[src/rtl/pll_lock_sequencer.sv]
// PLL bring-up sequencer: reset pulse, synchronized lock qualification, timeout/retry, fault.
// Latency: lock edge to ready_o = 3 + STABLE_CYCLES clk; lock loss to ready_o low = 3 clk.
// Backpressure: none; force_relock_i restarts at once. Macro PLL_SEQ_AUTO_RELOCK_EN selects relock on loss in RUN.
module pll_lock_sequencer #(
  parameter int unsigned RESET_CYCLES  = 64,
  parameter int unsigned LOCK_TIMEOUT  = 50000,
  parameter int unsigned STABLE_CYCLES = 1024,
  parameter int unsigned MAX_RETRIES   = 3
) (
  input  logic       clk,
  input  logic       rst_n,
  input  logic       pll_lock_i,
  input  logic       force_relock_i,
  output logic       pll_reset_o,
  output logic       ready_o,
  output logic       fault_o,
  output logic [3:0] retry_count_o,
  output logic [2:0] state_o
);

  localparam int unsigned CNT_MAX =
    (RESET_CYCLES > LOCK_TIMEOUT)
      ? ((RESET_CYCLES > STABLE_CYCLES) ? RESET_CYCLES : STABLE_CYCLES)
      : ((LOCK_TIMEOUT > STABLE_CYCLES) ? LOCK_TIMEOUT : STABLE_CYCLES);
  localparam int CW = $clog2(CNT_MAX + 1);

  localparam logic [CW-1:0] RST_LD    = CW'(RESET_CYCLES);
  localparam logic [CW-1:0] TO_LD     = CW'(LOCK_TIMEOUT);
  localparam logic [CW-1:0] STB_LD    = CW'(STABLE_CYCLES);
  localparam logic [CW-1:0] CNT_ONE   = CW'(1);
  localparam logic [3:0]    RETRY_MAX = 4'(MAX_RETRIES);

  typedef enum logic [2:0] {
    S_RESET  = 3'd0,
    S_WAIT   = 3'd1,
    S_STABLE = 3'd2,
    S_RUN    = 3'd3,
    S_FAULT  = 3'd4
  } state_t;

  state_t        state, state_nxt;
  logic [CW-1:0] cnt, cnt_nxt;
  logic [3:0]    retry_nxt;
  logic          sync_q, lock_s;
  logic          cnt_last;

  // Raw lock is asynchronous to clk; two flops before any decision uses it.
  always_ff @(posedge clk or negedge rst_n) begin
    if (!rst_n) begin
      sync_q <= 1'b0;
      lock_s <= 1'b0;
    end else begin
      sync_q <= pll_lock_i;
      lock_s <= sync_q;
    end
  end

  assign cnt_last = (cnt == CNT_ONE);

  always_comb begin
    state_nxt = state;
    cnt_nxt   = cnt;
    retry_nxt = retry_count_o;
    if (force_relock_i) begin
      state_nxt = S_RESET;
      cnt_nxt   = RST_LD;
      retry_nxt = 4'd0;
    end else begin
      case (state)
        S_RESET: begin
          if (cnt_last) begin
            state_nxt = S_WAIT;
            cnt_nxt   = TO_LD;
          end else begin
            cnt_nxt = cnt - CNT_ONE;
          end
        end
        S_WAIT: begin
          // Lock seen on the expiry cycle still counts as acquired.
          if (lock_s) begin
            state_nxt = S_STABLE;
            cnt_nxt   = STB_LD;
          end else if (cnt_last) begin
            retry_nxt = (retry_count_o >= RETRY_MAX) ? RETRY_MAX : retry_count_o + 4'd1;
            if (retry_nxt == RETRY_MAX) begin
              state_nxt = S_FAULT;
            end else begin
              state_nxt = S_RESET;
              cnt_nxt   = RST_LD;
            end
          end else begin
            cnt_nxt = cnt - CNT_ONE;
          end
        end
        S_STABLE: begin
          if (!lock_s) begin
            state_nxt = S_WAIT;
            cnt_nxt   = TO_LD;
          end else if (cnt_last) begin
            state_nxt = S_RUN;
            retry_nxt = 4'd0;
          end else begin
            cnt_nxt = cnt - CNT_ONE;
          end
        end
        S_RUN: begin
          if (!lock_s) begin
`ifdef PLL_SEQ_AUTO_RELOCK_EN
            state_nxt = S_RESET;
            cnt_nxt   = RST_LD;
            retry_nxt = 4'd0;
`else
            state_nxt = S_FAULT;
`endif
          end
        end
        S_FAULT: begin
          state_nxt = S_FAULT;
        end
        default: begin
          state_nxt = S_RESET;
          cnt_nxt   = RST_LD;
          retry_nxt = 4'd0;
        end
      endcase
    end
  end

  // Outputs are decoded from the next state so they flip together with the state register.
  always_ff @(posedge clk or negedge rst_n) begin
    if (!rst_n) begin
      state         <= S_RESET;
      cnt           <= RST_LD;
      retry_count_o <= 4'd0;
      pll_reset_o   <= 1'b1;
      ready_o       <= 1'b0;
      fault_o       <= 1'b0;
    end else begin
      state         <= state_nxt;
      cnt           <= cnt_nxt;
      retry_count_o <= retry_nxt;
      pll_reset_o   <= (state_nxt == S_RESET) || (state_nxt == S_FAULT);
      ready_o       <= (state_nxt == S_RUN);
      fault_o       <= (state_nxt == S_FAULT);
    end
  end

  assign state_o = state;

endmodule

[config.mk]
export PLATFORM = sky130hd
export DESIGN_NAME = pll_lock_sequencer
export DESIGN_NICKNAME = d
export VERILOG_FILES = /design/src/rtl/pll_lock_sequencer.sv
export SDC_FILE = /design/constraint.sdc
export NUM_CORES = 1
export LEC_CHECK = 0
export CORE_UTILIZATION = 45
export DETAILED_ROUTE_END_ITERATION = 8
export GPL_TIMING_DRIVEN = 0
export PLACE_DENSITY = 0.66
export SLEW_MARGIN = 15
export SYNTH_ARGS = -nofsm -noshare
export SYNTH_HDL_FRONTEND = slang
export SYNTH_SLANG_ARGS = --single-unit
export TNS_END_PERCENT = 30
[constraint.sdc]
create_clock -name clk -period 4 [get_ports clk]
set_input_delay 0.8 -clock clk [delete_from_list [all_inputs] [get_ports clk]]
set_output_delay 0.8 -clock clk [all_outputs]
set_load 0.05 [all_outputs]
==> results.toml <==
[grt]
grt_pass1_vias = 1469
grt_antenna_before_repair = 0
globalRouteOverflowTotal = 0
first_pass_grt_wire_length_mm = 7.065
gr-usage-all-layers_pct = 21.88
grt_max_degree = 29

[synth]
mappedNetlistNets = 204
ys.warnings.count = 0
synth-compound-area-share_pct = 21.76
synth.distinct_cells = 56
postSynthCellCount = 197
synth_top_family_by_area = "simple AND/OR/NAND/NOR gates"
synth_xor_xnor_area_share_pct = 2.505
ys.flop_type = "dfrtp_1"
ys_seq_elements = 28
synth-seq-area-share_pct = 40.23
synth_area_per_cell_sq_um = 8.873
synthMuxAreaShare_pct = 1.861
adder_cell_area_share_of_the_yosys_netlist_pct = 2.147
synth-async-reset-ratio_pct = 100.0
synth_area_sq_um = 1748
synth-edff-count = 0
synth_simple_gate_area_share_pct = 26.77

[sta]
setup_viol_count_final = 0
fmaxAchievable_mhz = 393.9
setup_tns_ns = 0
post-route-min-period_ns = 2.539
number_of_failing_hold_endpoints_at_the_final_stage = 0
period_share_pct = 63.46
maxSlewHeadroom_pct = 44.49
fin_skew_ns = 0.002252
slew_violations = 0
grt_setup_unrepaired = "no"
tightest_slew_ns = 0.8309

[clock_network]
tritoncts.num_buffers = 3
post_cts_resize_count = 0
root_buffer = "clkbuf_8"
h_tree_level_count = 1
clock_path_buffers = 2
ctsHoldBuffers = 0
insertion_delay_ns = 0.27
clock_tree_from_tritoncts = "built"
post_cts_buffers = 0
clock_sink_count = 28
clk_transition_reported_paths_ns = 0.10

[place]
numPortBuffers = 13
globalplace.congestion = 0.9101
area_of_placed_instances_sq_um = 1933
post-dp-hpwl_mm = 3.018

[die]
placement_rows = 22
die_extent_in_y_microns = 64.33
coreArea_sq_um = 3689
die_area_sq_um = 4138
io-pin-count = 14
initial_utilization_pct = 47.39
die_width_microns = 64.33

[route]
first_pass_iters = 4
routed_wl_mm = 4.050
detail_route.vias_per_cell = 5.996
detailroute.via_count = 1571
antenna_violating_nets_post_route = 0
drt-initial-drc-count = 147
remaining_drc_errors = 0
detail_route.wl_per_cell_microns = 15.46

[worst_setup_path]
critical_path.reg2reg.endpoint = "cnt[6]"
setup.reg_to_reg.worst_slack_ns = 1.52
endpoint_kind = "flop"
crit_arrival_ns = 2.70
timing.critical_path.from = "force_relock_i"
setup.worst_path.end = "cnt[7]"
worstSetupStartpointType = "input port"
timing.setup.critical_path_class = "input port to flop"
reg2reg_depth = 8
worst-endpoint-required_ns = 4.16
worstPathMaxFanout = 9
worstReg2RegStart = "cnt[0]"

[finish]
mostFrequentLayoutCells = "27 x nor2_1, 26 x dfrtp_1, 20 x o21ai_0, 13 x a21oi_1, 13 x nand2_1"
post_route_cells_drive_above_1_share_pct = 11.68
n_antenna_cell = 0
final_nets = 222
final_cell_area_sq_um = 2004
final_common_cell = "nor2_1"
area.growth.synth_to_final_pct = 14.67

[hold_path]
hp-start = "sync_q"
timing.hold.worst.class = "flop to flop"

[run]
timing.max_cap.violations = 0

[power_and_ir_drop]
irDropWorstVdd_uv = 330.8
leakagePower_nw = 0.8242
powerDensity_nw_per_um2 = 475.8

[outcome]
result_of_the_run = "completed"
==> critical path, stage by stage <==
cell	delay, ns
clkdlybuf4s50_1	0.49
nor2_1	0.39
o211ai_2	0.31
or2_1	0.30
buf_6	0.14
o41ai_1	0.27
==> synth_stat cells (all sizes together) (3+ instances only) <==
cell type	count	area, sq um
clkbuf	3	11.26
nor4	6	52.55
a211oi	3	22.52
nor2b	3	18.77
nor3	10	61.31
nor2	27	101.4
xor2	3	26.28
nand2	13	48.80
a21oi	13	65.06
o31ai	4	30.03
o21ai	22	113.9
dfrtp	26	650.6
and2	3	18.77
buf	6	52.54
nand3	4	20.02
ha	3	37.54
nand2b	6	37.54
inv	5	18.77
==> final cells by class <==
| type | instances | area [sq um] |
|---|---|---|
| Buffer | 9 | 63.81 |
| Clock buffer | 3 | 41.29 |
| Inverter | 5 | 18.77 |
| Sequential cell | 28 | 703.2 |
| Tap cell | 48 | 60.06 |
| Fill cell | 353 | 1684 |
| Timing Repair Buffer | 13 | 125.1 |
| Multi-Input combinational cell | 155 | 962.2 |
| Clock inverter | 1 | 30.03 |
==> worst min-delay path by stage <==
stage / end / depth (start not counted)
floorplan: lock_s / 0
global route: lock_s / 0
global placement: lock_s / 0
detailed placement: lock_s / 0
finish: lock_s / 0
CTS: lock_s / 0
==> report_power, final <==
group	internal, mW	total [mW]	switching (mW)
Clock	0.134	0.223	0.0886
Sequential	0.331	0.402	0.0709
Combinational	0.138	0.329	0.191
==> state kept, by name, indices dropped and copies added (netlist names) <==
name / cells
state_o: 3
fault_o: 1
cnt: 16
retry_count_o: 4
ready_o: 1
pll_reset_o: 1
lock_s: 1
sync_q: 1
==> logic make-up after synthesis <==
kind of cell             after synthesis
flip-flops                            28
adder cells (fa/ha/maj)                3
multiplexers                           3
XOR/XNOR                               5
buffers and inverters                 14
AO/OA/AOI/OAI                         58
AND/OR/NAND/NOR                       86
==> layer usage <==
metal	track usage, %	vias to the layer above	share of wire (%)
li1	-	754	-
met1	32.02	767	47
met2	34.21	48	47
met3	2.679	2	5.3
met4	5.000	0	0.47
met5	0	-	0
==> metrics by stage <==
step | util, % | setup WS (ns) | total power [mW] | hold WS [ns] | instances
after global routing | 54.34 | 1.275 | 1.022 | 0.3627 | 262
after detailed placement | 52.41 | 1.178 | 0.7335 | 0.3347 | 258
after floorplan | - | 1.754 | 0.6489 | 0.3312 | 197
after global placement | 52.54 | 1.206 | 0.7221 | 0.3341 | 258
after CTS | 54.34 | 1.474 | 0.9611 | 0.3591 | 262
final | 54.34 | 1.461 | 0.9538 | 0.3561 | 262
Power figures use the tool's default switching activity.
